**src/rtl/sm_addsub_if.sv**
```systemverilog
// Handshake bus for the sign-magnitude add/sub pipeline: input operation channel,
// output result channel and the accumulator readout.
interface sm_addsub_if #(
  parameter int unsigned W = 24
);
  logic         in_valid;
  logic         in_ready;
  logic [W-1:0] x_sm;
  logic [W-1:0] y_sm;
  logic [1:0]   op;
  logic         clr;
  logic         out_valid;
  logic         out_ready;
  logic [W-1:0] sr_sm;
  logic         sat;
  logic [W-1:0] acc_sm;

  modport master (
    output in_valid, x_sm, y_sm, op, clr, out_ready,
    input  in_ready, out_valid, sr_sm, sat, acc_sm
  );

  modport slave (
    input  in_valid, x_sm, y_sm, op, clr, out_ready,
    output in_ready, out_valid, sr_sm, sat, acc_sm
  );
endinterface

```
**src/rtl/sm_addsub_pipe.sv**
```systemverilog
// Two-stage saturating sign-magnitude adder/subtractor with accumulator mode.
// Stage A converts operands to two's complement; stage B adds, clips and converts back.
module sm_addsub_pipe #(
  parameter int unsigned W = 24
) (
  input logic        clk,
  input logic        rst,
  sm_addsub_if.slave bus
);

  // Sign-magnitude to (W+1)-bit two's complement; negative zero maps to +0.
  function automatic logic signed [W:0] to_tc(input logic [W-1:0] v);
    logic signed [W:0] m;
    m = $signed({2'b00, v[W-2:0]});
    return v[W-1] ? -m : m;
  endfunction

  logic                a_valid_q;
  logic [1:0]          a_op_q;
  logic                a_clr_q;
  logic signed [W:0]   a_x_q;
  logic signed [W:0]   a_y_q;

  logic                out_valid_q;
  logic [W-1:0]        sr_q;
  logic                sat_q;
  logic [W-1:0]        acc_q;

  logic                b_en;
  logic                a_en;
  logic signed [W:0]   base;
  logic signed [W:0]   res;
  logic [W:0]          mag_full;
  logic                sat_d;
  logic [W-1:0]        sr_d;

  assign b_en = !out_valid_q || bus.out_ready;
  assign a_en = !a_valid_q || b_en;

  always_comb begin
    base     = a_clr_q ? '0 : to_tc(acc_q);
    res      = '0;
    unique case (a_op_q)
      2'b00: res = a_x_q + a_y_q;
      2'b01: res = a_x_q - a_y_q;
      2'b10: res = base + a_x_q;
      2'b11: res = base - a_x_q;
      default: res = '0;
    endcase
    // |res| < 2^W always, so any set bit above W-2 means it exceeds full scale.
    mag_full = res[W] ? $unsigned(-res) : $unsigned(res);
    sat_d    = |mag_full[W:W-1];
    sr_d     = {res[W], sat_d ? {(W-1){1'b1}} : mag_full[W-2:0]};
  end

  always_ff @(posedge clk or posedge rst) begin
    if (rst) begin
      a_valid_q <= 1'b0;
      a_op_q    <= 2'b00;
      a_clr_q   <= 1'b0;
      a_x_q     <= '0;
      a_y_q     <= '0;
    end else if (a_en) begin
      a_valid_q <= bus.in_valid;
      if (bus.in_valid) begin
        a_op_q  <= bus.op;
        a_clr_q <= bus.clr;
        a_x_q   <= to_tc(bus.x_sm);
        a_y_q   <= to_tc(bus.y_sm);
      end
    end
  end

  always_ff @(posedge clk or posedge rst) begin
    if (rst) begin
      out_valid_q <= 1'b0;
      sr_q        <= '0;
      sat_q       <= 1'b0;
      acc_q       <= '0;
    end else if (b_en) begin
      out_valid_q <= a_valid_q;
      if (a_valid_q) begin
        sr_q  <= sr_d;
        sat_q <= sat_d;
        if (a_op_q[1]) begin
          acc_q <= sr_d;
        end else if (a_clr_q) begin
          acc_q <= '0;
        end
      end
    end
  end

  assign bus.in_ready  = a_en;
  assign bus.out_valid = out_valid_q;
  assign bus.sr_sm     = sr_q;
  assign bus.sat       = sat_q;
  assign bus.acc_sm    = acc_q;

endmodule

```
**src/flat_wrapper.sv**
```systemverilog
// flat-port wrapper written by rule: the top's interface ports become plain ports
module sm_addsub_pipe_flat 
#(
  parameter int unsigned W = 24
)
  (clk, rst, bus_in_valid, bus_x_sm, bus_y_sm, bus_op, bus_clr, bus_out_ready, bus_in_ready, bus_out_valid, bus_sr_sm, bus_sat, bus_acc_sm);
  sm_addsub_if #(.W(W)) bus_i ();
  input logic clk;
  input logic rst;
  input wire logic [$bits(bus_i.in_valid)-1:0] bus_in_valid;
  input wire logic [$bits(bus_i.x_sm)-1:0] bus_x_sm;
  input wire logic [$bits(bus_i.y_sm)-1:0] bus_y_sm;
  input wire logic [$bits(bus_i.op)-1:0] bus_op;
  input wire logic [$bits(bus_i.clr)-1:0] bus_clr;
  input wire logic [$bits(bus_i.out_ready)-1:0] bus_out_ready;
  output wire logic [$bits(bus_i.in_ready)-1:0] bus_in_ready;
  output wire logic [$bits(bus_i.out_valid)-1:0] bus_out_valid;
  output wire logic [$bits(bus_i.sr_sm)-1:0] bus_sr_sm;
  output wire logic [$bits(bus_i.sat)-1:0] bus_sat;
  output wire logic [$bits(bus_i.acc_sm)-1:0] bus_acc_sm;
  assign bus_i.in_valid = bus_in_valid;
  assign bus_i.x_sm = bus_x_sm;
  assign bus_i.y_sm = bus_y_sm;
  assign bus_i.op = bus_op;
  assign bus_i.clr = bus_clr;
  assign bus_i.out_ready = bus_out_ready;
  assign bus_in_ready = bus_i.in_ready;
  assign bus_out_valid = bus_i.out_valid;
  assign bus_sr_sm = bus_i.sr_sm;
  assign bus_sat = bus_i.sat;
  assign bus_acc_sm = bus_i.acc_sm;
  sm_addsub_pipe #(.W(W)) u_core (.clk(clk), .rst(rst), .bus(bus_i));
endmodule
```
**config.mk**
```make
export PLATFORM = sky130hd
export DESIGN_NAME = sm_addsub_pipe_flat
export DESIGN_NICKNAME = d
export VERILOG_FILES = /design/src/rtl/sm_addsub_if.sv /design/src/rtl/sm_addsub_pipe.sv /design/src/flat_wrapper.sv
export SDC_FILE = /design/constraint.sdc
export NUM_CORES = 1
export LEC_CHECK = 0
export BUFFER_PORTS_ARGS = -buffer_cell sky130_fd_sc_hd__buf_2
export CAP_MARGIN = 20
export CORE_MARGIN = 10
export CORE_UTILIZATION = 50
export CTS_CLUSTER_SIZE = 10
export DETAILED_ROUTE_END_ITERATION = 10
export PLACE_DENSITY = 0.69
export RECOVER_POWER = 50
export SYNTH_ARGS = -nofsm -noshare
export SYNTH_HDL_FRONTEND = slang
export SYNTH_SLANG_ARGS = --single-unit
```
**constraint.sdc**
```tcl
create_clock -name clk -period 4.9 [get_ports clk]
set_input_delay 0.49 -clock clk [delete_from_list [all_inputs] [get_ports clk]]
set_output_delay 0.49 -clock clk [all_outputs]
set_load 0.01 [all_outputs]
```
Yosys cells after proc, flatten, opt, wreduce, memory -nomap -nowiden:

Index checks and enable logic that the tools add are counted.

* add/subtract/negate cells: 8
* multiply operators: 0
* div/mod/pow operators: 0
* magnitude comparators: 0
* equality and inequality tests: 3
* shift operators: 0
* muxes and demuxes: 9
* bitwise logic cells: 0
* reductions and logical operators: 10

Operators by type and width (count)
* 25-bit 2-to-1 mux: 5
* 25-bit case mux with 4 select lines: 1
* 23-bit negation with 25-bit output: 3
* 25-bit adder: 2
* 25-bit subtractor: 2
* 24-bit 2-to-1 mux: 2
* 25-bit negation: 1
* 23-bit 2-to-1 mux: 1
* 2-bit == test (second input constant): 2
* 2-bit AND reduction: 2
* 3-bit AND reduction: 1
* 2-bit by 1-bit == test with 1-bit output (second input constant): 1
* 1-bit logical NOT: 2
* 2-bit logical NOT: 1
* 1-bit logical OR: 2
* 2-bit nonzero test: 1
* 2-bit OR reduction: 1

* bits in registers: 104
* bits in latches: 0
* bits in writable memories: 0
* memory bits (read-only): 0
* bits of input ports: 55
* output and inout port bits: 51
* word-level logic and storage cells: 39
* memories: 0

Longest topological paths before layout:

Gate-level depths: netlist of run 1.

* depth in word-level cells: 10
* depth in mapped cells: 22
* gate-level depth less buffers: 19

Worst setup path before layout of run 1:

OpenSTA, ideal clock, no wires.

* kind: register to register
* start: reg u_core.acc_q[4] (netlist: u_core.bus.acc_sm[4])
* end: reg u_core.sr_q[11] (netlist: u_core.bus.sr_sm[11])
* library setup time: 0.153 ns
* data arrival time: 5.258 ns
* required time: 4.747 ns
* slack: -0.511 ns
* cell stages (with the launch flop): 23
* path buffers: 3
* clock period less this slack: 5.411 ns
* path through: dfrtp_1 -> or4_1 -> nor4_1 -> nand2_1 -> or2_2 -> clkbuf_1 -> o41ai_1 -> xor2_1 -> nor2_1 -> ha_1 -> clkbuf_1 -> nand2_1 -> nor3_1 -> o311ai_0 -> a21boi_0 -> o21ai_0 -> or4_1 -> o21ai_2 -> and3_1 -> a41o_1 -> a21o_1 -> buf_6 -> a31oi_2

* cells in the longest elaborated chain, start to end: 9
* elaborated cells between the ends (all ways): 10
* classes of those cells: add/sub (4); mux (5); reduce/logical (1)

RTL lines
* from (decl): RTL line sm_addsub_pipe.sv:27 `logic [W-1:0] acc_q;`
* from (signal assigned): RTL line sm_addsub_pipe.sv:86 `acc_q <= sr_d;`
* 23-bit negation with 25-bit output: RTL line sm_addsub_pipe.sv:15 `return v[W-1] ? -m : m;`
* 25-bit 2-to-1 mux (*): RTL line sm_addsub_pipe.sv:15
* 25-bit 2-to-1 mux (*): RTL line sm_addsub_pipe.sv:41 `base = a_clr_q ? '0 : to_tc(acc_q);`
* 25-bit subtractor or 25-bit adder (tied branches): RTL line sm_addsub_pipe.sv:47, sm_addsub_pipe.sv:46
* 25-bit case mux with 4 select lines (*): RTL line sm_addsub_pipe.sv:43 `unique case (a_op_q)`
* 25-bit negation: RTL line sm_addsub_pipe.sv:51 `mag_full = res[W] ? $unsigned(-res) : $unsigned(res);`
* 25-bit 2-to-1 mux (*): RTL line sm_addsub_pipe.sv:51
* 2-bit OR reduction: RTL line sm_addsub_pipe.sv:52 `sat_d = |mag_full[W:W-1];`
* 23-bit 2-to-1 mux (*): RTL line sm_addsub_pipe.sv:53 `sr_d = {res[W], sat_d ? {(W-1){1'b1}} : mag_full[W-2:0]};`
* to (signal assigned): RTL line sm_addsub_pipe.sv:83 `sr_q <= sr_d;`
* to (decl): RTL line sm_addsub_pipe.sv:25 `logic [W-1:0] sr_q;`

Every way passes the cells marked *; elsewhere a longest branch is shown, timed or not.
A chain may end at the register's enable or synchronous reset.

Final worst setup path of run 1:

* start: reg u_core.acc_q[12] (netlist: u_core.bus.acc_sm[12])
* end: reg u_core.acc_q[20] (netlist: u_core.bus.acc_sm[20])

* cells in the longest elaborated chain, start to end: 10
* elaborated cells between the ends (all ways): 11
* classes of those cells: add/sub (4); mux (6); reduce/logical (1)

RTL lines
* 23-bit negation with 25-bit output: RTL line sm_addsub_pipe.sv:15
* 25-bit 2-to-1 mux (*): RTL line sm_addsub_pipe.sv:15
* 25-bit 2-to-1 mux (*): RTL line sm_addsub_pipe.sv:41
* 25-bit subtractor or 25-bit adder (tied branches): RTL line sm_addsub_pipe.sv:47, sm_addsub_pipe.sv:46
* 25-bit case mux with 4 select lines (*): RTL line sm_addsub_pipe.sv:43
* 25-bit negation: RTL line sm_addsub_pipe.sv:51
* 25-bit 2-to-1 mux (*): RTL line sm_addsub_pipe.sv:51
* 2-bit OR reduction: RTL line sm_addsub_pipe.sv:52
* 23-bit 2-to-1 mux (*): RTL line sm_addsub_pipe.sv:53
* 24-bit 2-to-1 mux (*): RTL line sm_addsub_pipe.sv:85 `if (a_op_q[1]) begin`

Marks and branches as above.

==> impl_summary.md, run 1 <==
Outcome
The run finished, with violations left. The checks that failed: capacitance limit, slew limit, setup timing.

Yosys
The number of storage elements in the synthesis netlist is 104. Of the synthesized area, sequential elements account for 0.256. In this run, distinct cell masters in the synthesized netlist total 76. The most used flip-flop cell after synthesis is dfrtp_1. Sorting the synthesized cells by area gives the leading types as dfrtp_1 (26%), xor2_1 (8.5%), ha_1 (6.6%), o21ai_0 (5.7%), xnor2_1 (5.3%).

The number of flops mapped to enable cells by yosys is 0. Counting flops with an async set or reset pin after synthesis yields a share of 1.00. The cell area that synthesis handed to floorplanning was 10200 um2. The post-synthesis cell count is 1279. When the netlist entered floorplanning its net count stood at 1390. A synthesized cell averages 7.95 um2. During synthesis, Yosys emitted a total of 0 warnings. The cell type contributing the most total cell area after synthesis is dfrtp_1. The proportion of netlist area held by the largest area contributor is 0.256.

STA
Derived from the worst setup path, the maximum achievable clock frequency is 192 MHz. The worst slew margin relative to its limit is -0.564. The post-layout worst setup margin is -0.300 ns. Final hold analysis gives a worst-case slack of 0.329 ns. After layout, the minimum clock period comes to 5.20 ns. Across the routed clock network, the largest skew measured is 0.0135 ns.

The final-report setup violation count is 47. The number of max-slew violations in the final report came to 54. For the pin with the worst max-slew slack, the measured transition is 2.33 ns.

Setup repair after global routing could not meet its margin everywhere. Dividing the final minimum period by the clock period gives 1.06. The hold violation total from the final report is 0.

Clock tree
The quantity of hold-fixing buffers added after cts is 0. TritonCTS created 9 clock buffers. The buffer levels on the longest clock path is 2.

The clock latency reported for the late side of the worst-skew pair is 0.37 ns. In this run the clock root is driven by a clkbuf_16. Clock-pin slew was measured on the worst setup and hold paths at 0.09 ns. Clock tree synthesis found a total of 104 sinks.

The level count of the clock H-tree is 3. TritonCTS built the clock tree.

Placement
The placement-stage worst setup slack is -0.593 ns. Routability-driven placement finished with a final weighted congestion of 0.959. The number of buffers inserted by port buffering is 105. The post-placement cell area is 12500 um2. The post-DP HPWL is 26.3 mm.

Hold path
The worst hold path was traced through 2 stages. The tightest min-delay check is of the input pin to flip-flop type. The startpoint identified for the worst hold timing path is bus_in_valid.

Finish
The final core utilization is 0.672. After the last flow step, the layout net total stands at 1688. From synthesis to final layout, the design area changed by 33.0%. The number of antenna diodes in the final layout is 0. The final non-filler cell area is 13500 um2. Of the cells placed in the final design, the portion with a size suffix greater than 1 is 0.291.

Global routing
The number of antenna violations at the first check in global routing is 0. The first global-routing pass estimated 52.6 mm of wire. The maximum number of pins on one net before global-route repair is 58.

The total routing resource utilization after global routing is 0.245. The via count of the first global-routing pass is 10100. Summed over all layers, the global routing overflow is 0.

Setup path
The maximum fanout count along the critical path is 11. The most critical setup path has its startpoint at u_core.bus.acc_sm[12]. The source of the worst register-to-register timing path is u_core.bus.acc_sm[12]. The arrival time of data at the critical path endpoint is 5.46 ns.

The setup path with the least slack is of type flip-flop to flip-flop. The worst-case reg-to-reg path depth is 19. The required time of the critical path is 5.17 ns. STA classifies the critical path endpoint as a flip-flop.

The worst setup path is launched from a flip-flop. Setup slack on the worst reg-to-reg path comes out at -0.30 ns.

Routing
The total wire length is 33.7 mm. The routed layout has 10700 vias. After detailed routing, the number of remaining DRC violations is 0.

The post-detailed-route via-to-cell ratio is 5.75. After the first detailed-routing iteration, the DRC count stood at 640. The final routed wire length divided by cell count is 18.2 um. The first detailed-routing pass ran for 5 iterations.

The count of antenna-violating nets left after detailed routing is 0.

Power
Of the total power, registers draw 0.132. Power spread over the standard cell area amounts to 756 nW/um2. The clock share of power is 0.073. Of the total power, combinational logic draws 0.795. The internal power contribution is 5.31 mW. The leakage power figure is 6.00 nW. Of the total power, the share spent switching nets is 0.480.

The switching power of the nets is 4.91 mW. The sum of internal, switching and leakage power is 10.2 mW. The worst-case vdd ir drop is 0.000402 V.

Die
The initialized floorplan defines 52 standard-cell rows. In this run the vertical extent of the chip is 163 um. The die span in x is 163 um. The core region area is 20100 um2.

The die covers 26400 um2. The count of pins on the block boundary is 106. For this configuration, the core starts out at a cell density of 0.506.

Flow run
Max-cap violations in this run came to 1.
-- critical path, stage by stage (launching register included) --
cell and delay (ns):
dfrtp_1 0.39, or3_4 0.39, or4_4 0.47, or3_4 0.36
or3_4 0.35, o31ai_4 0.22, xor2_1 0.18, nor2_1 0.07
ha_1 0.30, a21o_1 0.19, a21oi_2 0.21, nand4_1 0.16
a31oi_1 0.24, xor2_1 0.28, mux2i_4 0.12, buf_4 0.18
bufbuf_16 0.28, a31o_2 0.24, xor2_1 0.14, a221o_1 0.31
-- layout make-up --
type	instances	area, um2
timing repair buffer	349	2440
clock buffer	10	229
tap	270	338
clock inverter	6	53.8
sequential	104	2610
fill	1759	6590
multi-input combinational	1083	7740
inverter	30	114
-- timing repair --
action                     CTS  global route
gates resized for setup     21            75
setup endpoints to repair   47            47
gates cloned                 3             2
buffers inserted            11            16
pin swaps                   14            25
-- Yosys cell counts (17+ instances only) --
| master | number |
|---|---|
| clkbuf_1 | 54 |
| nor3_1 | 38 |
| nor2_1 | 132 |
| inv_1 | 30 |
| a21oi_1 | 84 |
| xnor2_1 | 61 |
| or3_1 | 17 |
| a21o_1 | 22 |
| xor2_1 | 99 |
| o21ai_0 | 116 |
| o31ai_1 | 23 |
| nand3_1 | 19 |
| ha_1 | 54 |
| nand2_1 | 140 |
| dfrtp_1 | 104 |
-- sequential cells by signal, summed over array words and instances, names as in the netlist --
| name | count |
|---|---|
| u_core.a_valid_q | 1 |
| u_core.a_y_q | 25 |
| u_core.bus.acc_sm | 24 |
| u_core.bus.sat | 1 |
| u_core.a_op_q | 2 |
| u_core.a_clr_q | 1 |
| u_core.bus.out_valid | 1 |
| u_core.a_x_q | 25 |
| u_core.bus.sr_sm | 24 |
-- placed cells by master (no fill, tap or decap), types with 8 or more instances in the layout --
cell,count
inv_1,27
o21ai_0,103
nor4_1,8
clkbuf_1,30
nand4_1,13
a211oi_1,11
o21a_1,9
or4_1,13
clkbuf_16,10
a31oi_1,13
o31ai_1,17
buf_6,11
nand2_1,139
buf_2,76
a221o_1,13
ha_1,49
nand2b_1,14
nor2b_1,9
buf_4,227
or3_1,13
a21oi_2,15
xor2_1,96
a31oi_2,9
nor3_1,34
dfrtp_1,102
a21o_1,20
nor2_1,129
mux2i_1,14
xnor2_1,59
o41ai_1,10
a211o_1,16
a21oi_1,69
nand3_1,18
and2_1,9
o21ai_1,12
-- power by group through the flow --
stage	registers (mW)	clock network, mW	logic [mW]
finish	1.35	0.743	8.12
global route	1.38	0.784	8.77
CTS	1.34	0.750	7.35
detailed placement	1.35	0	7.01
global placement	1.34	0	6.91
floorplan	1.46	0	4.19
-- kinds of logic after synthesis --
kind of cell	after synthesis	share of synthesized area
xor+xnor	161	0.139
simple gates	446	0.207
buf+inv	93	0.0383
flops	104	0.256
mux	22	0.0238
compound gates	397	0.265
fa+ha+maj	56	0.0704
-- metal layers --
layer,track usage,part of all wire,wire (um),up-vias
li1,-,-,-,5270
met4,0.0738,0.025,837,0
met2,0.418,0.48,16200,300
met5,0,0,0,-
met3,0.0425,0.051,1740,57
met1,0.310,0.44,15000,5024
-- final timing paths --
path / endpoint
min reg2reg: u_core.bus.sat
min: u_core.a_valid_q
min in group asynchronous: u_core.a_valid_q
max: u_core.bus.acc_sm[20]
max reg2reg: u_core.bus.acc_sm[20]
max in group asynchronous: u_core.a_x_q[1]
-- stage by stage --
stage,std cells,setup TNS (ns)
final,1852,-10.30
after global placement,1806,-21.20
after detailed placement,1806,-21.75
after floorplan,1279,-2.80
after global routing,1852,-17.49
after CTS,1836,-9.77
Power figures use the tool's default switching activity.
==> inputs of run 2 (changes only) <==
--- a/config.mk
+++ b/config.mk
@@ -12,5 +12,5 @@
 export CTS_CLUSTER_SIZE = 10
 export DETAILED_ROUTE_END_ITERATION = 10
-export PLACE_DENSITY = 0.69
+export PLACE_DENSITY = 0.66
 export RECOVER_POWER = 50
 export SYNTH_ARGS = -nofsm -noshare
==> constraint.sdc (replaced) <==
create_clock -name clk -period 5 [get_ports clk]
set_input_delay 1.5 -clock clk [delete_from_list [all_inputs] [get_ports clk]]
set_output_delay 1.5 -clock clk [all_outputs]
set_load 0.01 [all_outputs]
==> impl_summary.md, run 2 (synthesis gave the netlist of run 1 again) <==
Clock tree
The clock latency reported for the late side of the worst-skew pair is 0.36 ns (about the same). The CTS sink count is 104 (unchanged). The cell sitting at the root of the clock tree is a clkbuf_16. The level count of the clock H-tree came to 3 (unchanged). The post-CTS clock slew at the launch and capture registers of the worst setup and hold paths is 0.08 ns (about the same).

The clock buffer count from CTS came to 9 (unchanged). TritonCTS built the clock tree. The buffer levels on the longest clock path is 2 (unchanged).

Outcome
The run finished, with violations left. The final reports fail on capacitance limit, slew limit, setup timing.

Die
The initial core utilization is 0.506 (unchanged). The total die area is 26400 um2 (unchanged). The die height came to 163 um (unchanged).

The core region area is 20100 um2 (unchanged). The number of placement rows is 52 (unchanged). The count of pins on the block boundary was 106 (unchanged). The die span in x came to 163 um (unchanged).

Power
The leakage power figure is 5.86 nW (-2.3%). The clock share of power is 0.074 (about the same). The share of total power in sequential cells is 0.140 (+0.008). The internal power contribution is 4.98 mW (-6.2%). The combinational power share is 0.786 (-0.009).

The switching power of the nets is 4.59 mW (-6.5%). The power density of the placed cells came to 728 nW/um2 (-3.7%). The net switching share of the total power is 0.480 (-0.000781). The worst-case vdd ir drop was 0.000272 V (-32%).

Finish
The fraction of layout cells with a size suffix above 1 is 0.278 (-0.0129). The final non-filler cell area was 13100 um2 (-2.8%). The non-filler instance count after layout is 1821 (-1.7%). The library cell used most frequently in the layout, excluding fill and tap cells, is buf_4. Compared with the post-synthesis result, the final layout area differs by 29.2%. The library cells used most frequently in the layout, excluding fill and tap cells, are buf_4 (196), nand2_1 (139), nor2_1 (130). The total number of nets in the final design came to 1657 (-1.8%). The number of inserted diodes is 0 (unchanged). The largest registers in the layout are u_core.a_x_q: 25 flops, u_core.a_y_q: 25 flops.

STA
The final-report setup violation count is 47 (unchanged). The number of max-slew violations in the final report is 128 (+140%). The post-layout worst setup margin came to -0.129 ns (+0.170 ns). The clock period minus final worst setup slack is 5.13 ns (-0.0701 ns).

The slew at the pin closest to its max-slew limit is 2.62 ns (+0.291 ns). The worst-case clock skew is 0.0109 ns (-0.00264 ns). The highest attainable clock frequency came to 195 MHz (+1.4%).

The worst slew margin relative to its limit is -0.759 (-0.195). Setup repair after global routing could not meet its margin everywhere. The ratio of final minimum period to clock period was 1.03 (-0.0352). The hold violation total from the final report is 0 (unchanged).

Setup path
The worst stage delay on the critical path is 0.57 ns (+0.10 ns). The kind of cell adding the most delay to the critical path is simple AND/OR/NAND/NOR gates. The worst setup path is captured at a flip-flop. The largest individual stage delay along the critical path comes from the cell or4_4. The path type of the worst setup path is flip-flop to flip-flop. The maximum fanout count along the critical path came to 7 (-4).

The kind of launch point of the worst setup path is a flip-flop. The required time of the critical path is 5.28 ns (+0.11 ns). The critical path goes through or4_4 > nor4_4 > nand3b_1 > nand2_1 > xor2_1 > nor2_1 > ha_1 > a21oi_1 > o21ai_0 > or2_2 > or4_1 > and3_4 > or4_4 > o21ai_2 > and3_4 > buf_6 > a311oi_4 > buf_4 > a21o_4 > buf_12 > a31oi_2. The total buffers and inverters traversed by the critical path is 3 (+1). The arrival time of data at the critical path endpoint was 5.41 ns (-0.05 ns).

Routing
The final routed wire length divided by cell count was 18.1 um (-0.58%). The post-detailed-route via-to-cell ratio is 5.75 (about the same). The detailed-route via count is 10500 (-1.6%). The count of antenna-violating nets left after detailed routing is 0 (unchanged).

The number of iterations in the first detailed-routing pass is 5 (unchanged). The count of unresolved DRC violations after routing is 0 (unchanged). The total wire length is 33.0 mm (-2.2%).

The number of DRC markers in iteration 0 is 710 (+11%).

Global routing
The total congestion overflow after global routing is 0 (unchanged). The number of antenna violations at the first check in global routing is 0 (unchanged). The total routing resource utilization after global routing is 0.243 (-0.00223).

The via count of the first global-routing pass is 10400 (+2.8%). The maximum number of pins on one net before global-route repair is 66 (+14%). The first-pass GRT wire length is 52.8 mm (+0.32%).

Placement
The final weighted congestion of routability-driven global placement is 0.962 (+0.39%). The post-DP HPWL came to 26.1 mm (-0.79%). The number of buffers inserted by port buffering is 105 (unchanged). The placement-stage worst setup slack is -0.491 ns (+0.102 ns). The post-placement cell count is 1783 (-1.3%). The post-placement cell area is 12300 um2 (-1.6%).

Hold path
The class of the tightest hold or removal check is flip-flop to flip-flop.

Flow run
The number of maximum-capacitance constraint violations was 2 (+1).
-- run 2: layout make-up --
class	instances	area, um2
Clock buffer	12	256
Clock inverter	4	35.0
Fill cell	1717	6970
Inverter	30	114
Multi-Input combinational cell	1083	7560
Sequential cell	104	2610
Tap cell	270	338
Timing Repair Buffer	318	2230
-- run 2: routing by layer --
| metal | vias up | wire [um] | share of wire | track usage |
|---|---|---|---|---|
| met3 | 48 | 1410 | 0.043 | 0.0288 |
| met2 | 266 | 16500 | 0.50 | 0.434 |
| met5 | - | 0 | 0 | 0 |
| li1 | 5211 | - | - | - |
| met1 | 4954 | 14300 | 0.43 | 0.298 |
| met4 | 0 | 820 | 0.025 | 0.0750 |
-- run 2: what timing repair did --
item	in CTS	in global routing
cloned	1	3
buffers inserted	15	5
setup endpoints to repair	47	47
gates resized for setup	38	25
endpoints found under the hold margin	0	0
hold buffers	0	0
pin swaps	32	5
-- run 2: worst min-delay path: stages, from the launching register on --
cell and delay [ns]:
dfrtp_1 0.34, nand2_1 0.06, o211ai_2 0.06
-- run 2: stage by stage --
stage,power (mW),utilization,setup TNS [ns],hold slack [ns]
after floorplan,5.49,-,-0.115,0.470
after global routing,10.3,0.653,-13.80,0.535
after global placement,7.84,0.613,-10.52,0.462
final,9.56,0.653,-4.02,0.497
after CTS,9.06,0.644,-1.87,0.493
after detailed placement,7.94,0.613,-16.68,0.478
-- run 2: power groups by stage --
stage / registers [mW] / clock network, mW / logic (mW)
6_report: 1.34 / 0.709 / 7.52
5_1_grt: 1.37 / 0.747 / 8.14
4_1_cts: 1.33 / 0.711 / 7.02
3_5_place_dp: 1.34 / 0 / 6.60
3_3_place_gp: 1.33 / 0 / 6.51
2_1_floorplan: 1.43 / 0 / 4.06
-- run 2: final timing paths --
kind | cells past startpoint | start | slack (ns) | end
hold / removal | 2 | u_core.bus.sr_sm[22] | 0.50 | u_core.bus.sr_sm[22]
min in group asynchronous | 2 | rst | 1.86 | u_core.a_clr_q
setup / recovery | 21 | u_core.bus.acc_sm[5] | -0.13 | u_core.bus.sr_sm[18]
setup reg to reg | 21 | u_core.bus.acc_sm[5] | -0.13 | u_core.bus.sr_sm[18]
hold reg to reg | 2 | u_core.bus.sr_sm[22] | 0.50 | u_core.bus.sr_sm[22]
max in group asynchronous | 3 | rst | 1.25 | u_core.bus.acc_sm[17]
==> inputs of run 3 (changes only) <==
- CORE_MARGIN: 10 -> 3
==> impl_summary.md, run 3 (synthesis gave the netlist of run 1 again) <==
Setup path
The required time of the critical path is 5.24 ns (-0.04 ns). The worst setup path is launched from a flip-flop. The source of the worst register-to-register timing path is u_core.bus.acc_sm[12]. The arrival time of data at the critical path endpoint was 5.54 ns (+0.13 ns).

The setup slack of the worst register-to-register path was -0.30 ns (-0.17 ns). The maximum fanout count along the critical path is 5 (-2). The path type of the worst setup path is flip-flop to flip-flop. The worst-case reg-to-reg path depth was 21 (unchanged).

The endpoint of the most critical register-to-register path is u_core.bus.acc_sm[12]. The worst setup path is captured at a flip-flop.

Clock tree
The CTS sink count is 104 (unchanged). The level count of the clock H-tree is 3 (unchanged). The buffer levels on the longest clock path is 2 (unchanged).

The tree is rooted in a clkbuf_16. The post-CTS clock slew at the launch and capture registers of the worst setup and hold paths is 0.08 ns (about the same). The clock buffer count from CTS came to 9 (unchanged).

The TritonCTS clock tree is done. The quantity of hold-fixing buffers added after cts is 0 (unchanged). The clock latency reported for the late side of the worst-skew pair is 0.36 ns (about the same).

Global routing
The first-pass GRT wire length is 52.0 mm (-1.5%). The via count of the first global-routing pass is 10100 (-3.4%). The number of antenna violations at the first check in global routing came to 0 (unchanged). The total routing resource utilization after global routing came to 0.291 (+0.0485). The total congestion overflow after global routing is 0 (unchanged).

The maximum number of pins on one net before global-route repair is 76 (+15%).

Power
The clock share of power is 0.088 (+0.014). The net switching share of the total power is 0.478 (-0.00144). The power density of the placed cells is 719 nW/um2 (-1.2%). The share of total power in sequential cells is 0.143 (+0.003). The combinational power share is 0.769 (-0.017). The leakage power figure is 5.83 nW (-0.62%).

The switching power of the nets is 4.48 mW (-2.3%). The internal power contribution is 4.89 mW (-1.7%). The worst-case vdd ir drop came to 0.000426 V (+57%).

Placement
The placement-stage worst setup slack was -0.456 ns (+0.0345 ns). The number of buffers inserted by port buffering came to 105 (unchanged). The post-DP HPWL is 25.2 mm (-3.1%). The final weighted congestion of routability-driven global placement is 0.955 (-0.71%).

STA
The post-layout worst setup margin is -0.299 ns (-0.170 ns). The clock period minus final worst setup slack is 5.30 ns (+0.170 ns). Setup repair after global routing could not meet its margin everywhere. The worst slew margin relative to its limit was -0.874 (-0.114). The worst-case clock skew is 0.0107 ns (-0.000122 ns). The ratio of final minimum period to clock period is 1.06 (+0.0340).

The slew at the pin closest to its max-slew limit came to 2.81 ns (+0.186 ns). The number of max-slew violations in the final report is 139 (+8.6%). The highest attainable clock frequency is 189 MHz (-3.2%). The final-report setup violation count was 47 (unchanged). The hold violation total from the final report is 0 (unchanged).

Hold path
The number of cells on the worst hold path was 2 (unchanged). The class of the tightest hold or removal check is flip-flop to flip-flop. The path with the worst hold slack has its endpoint at u_core.bus.sat. The origin of the worst min-delay path is u_core.bus.sat.

Finish
The fraction of layout cells with a size suffix above 1 is 0.254 (-0.0237). In the layout the commonest cells are buf_4 (195), nand2_1 (138), nor2_1 (131). The number of inserted diodes is 0 (unchanged). The final core utilization is 0.661 (+0.00736). The largest registers in the layout are u_core.a_x_q: 25 flops, u_core.a_y_q: 25 flops. The area added between synthesis and finish is 28.2%. The most common cell after layout, fill and taps aside is buf_4. The total number of nets in the final design is 1653 (-0.24%).

Flow run
The number of maximum-capacitance constraint violations is 2 (unchanged).

Routing
The routed metal-1 wire length came to 14.1 mm (-1.1%). The top layer used by detailed routing is met4. The post-detailed-route via-to-cell ratio is 5.81 (+0.95%). The number of DRC markers in iteration 0 was 549 (-23%).

The number of iterations in the first detailed-routing pass is 5 (unchanged). The total wire length was 32.5 mm (-1.2%). The met2 wire length is 15.9 mm (-3.5%). The count of antenna-violating nets left after detailed routing is 0 (unchanged). The wire length on met3 is 1.50 mm (+6.0%). The final routed wire length divided by cell count came to 18.0 um (-0.69%). The detailed-route via count came to 10500 (+0.39%). The count of unresolved DRC violations after routing is 0 (unchanged).

Die
The initial core utilization is 0.516 (+0.00991). The core region area was 19700 um2 (-1.9%). The die height was 149 um (-8.6%).

The number of placement rows was 51 (-1.9%). The total die area is 22100 um2 (-16%). The count of pins on the block boundary came to 106 (unchanged). The die span in x is 149 um (-8.6%).

Outcome
The final reports fail on capacitance limit, slew limit, setup timing. The run finished, with violations left.
## run 3: changes by cell type in the layout (fill, tap and decap cells not counted), moves of 3 or more
cell,change
buf_2,-20
bufinv_16,+3
clkbuf_1,+18
o21ai_1,+5
o21ai_2,-3
## run 3: power groups by stage
stage	clock [mW]	combinational (mW)	sequential [mW]
finish	0.823	7.21	1.34
CTS	0.835	6.88	1.33
detailed placement	0	6.53	1.34
global placement	0	6.46	1.33
floorplan	0	4.06	1.43
global route	0.857	7.79	1.37
## run 3: stage by stage
step           power (mW)  setup TNS, ns  cells  hold WS, ns  instance area [um2]
3_3_place_gp         7.79         -11.08   1773        0.465                12300
4_1_cts              9.04          -5.39   1801        0.488                12900
5_1_grt              10.0         -19.02   1811        0.528                13000
6_report             9.37          -9.79   1811        0.495                13000
2_1_floorplan        5.49         -0.115   1279        0.470                10300
3_5_place_dp         7.87         -14.35   1773        0.472                12300
## run 3: critical path, stage by stage (launching register included)
cell,delay [ns]
dfrtp_1,0.39
or3_4,0.40
or4_4,0.45
or3_4,0.35
or3_4,0.35
o31ai_4,0.23
xor2_1,0.20
nor2_1,0.07
ha_1,0.31
a21o_1,0.19
a21oi_2,0.20
nand4_1,0.17
a31oi_1,0.25
xor2_1,0.29
mux2i_4,0.14
buf_12,0.18
a311oi_4,0.27
buf_4,0.18
a211oi_4,0.05
buf_6,0.13
buf_12,0.12
a211o_1,0.26
## run 3: cell type report
cell class	instances	area [um2]
Tap cell	265	332
Clock buffer	9	225
Multi-Input combinational cell	1083	7490
Inverter	30	113
Clock inverter	6	115
Sequential cell	104	2610
Fill cell	1758	6690
Timing Repair Buffer	314	2150
## run 3: worst max path at each step
| stage | start | endpoint | slack (ns) | depth (start not counted) |
|---|---|---|---|---|
| after floorplan | u_core.a_x_q[1] | u_core.bus.sr_sm[11] | -0.01 | 21 |
| after global placement | u_core.bus.acc_sm[12] | u_core.bus.acc_sm[3] | -0.37 | 17 |
| after detailed placement | u_core.bus.acc_sm[12] | u_core.bus.acc_sm[17] | -0.46 | 17 |
| after global routing | u_core.bus.acc_sm[12] | u_core.bus.acc_sm[17] | -0.47 | 21 |
| after CTS | u_core.bus.acc_sm[4] | u_core.bus.acc_sm[1] | -0.16 | 22 |
| final | u_core.bus.acc_sm[12] | u_core.bus.acc_sm[12] | -0.30 | 21 |
## run 3: routing by layer
metal,vias to the layer above,track usage
met2,337,0.509
li1,5202,-
met1,4918,0.375
met4,0,0.107
met3,63,0.0277
met5,-,0
## run 3: what timing repair did
action,in CTS,in global routing
endpoints found under the setup margin,47,47
resized for setup,22,31
pin swaps,11,30
gates cloned,3,0
buffers inserted,10,10
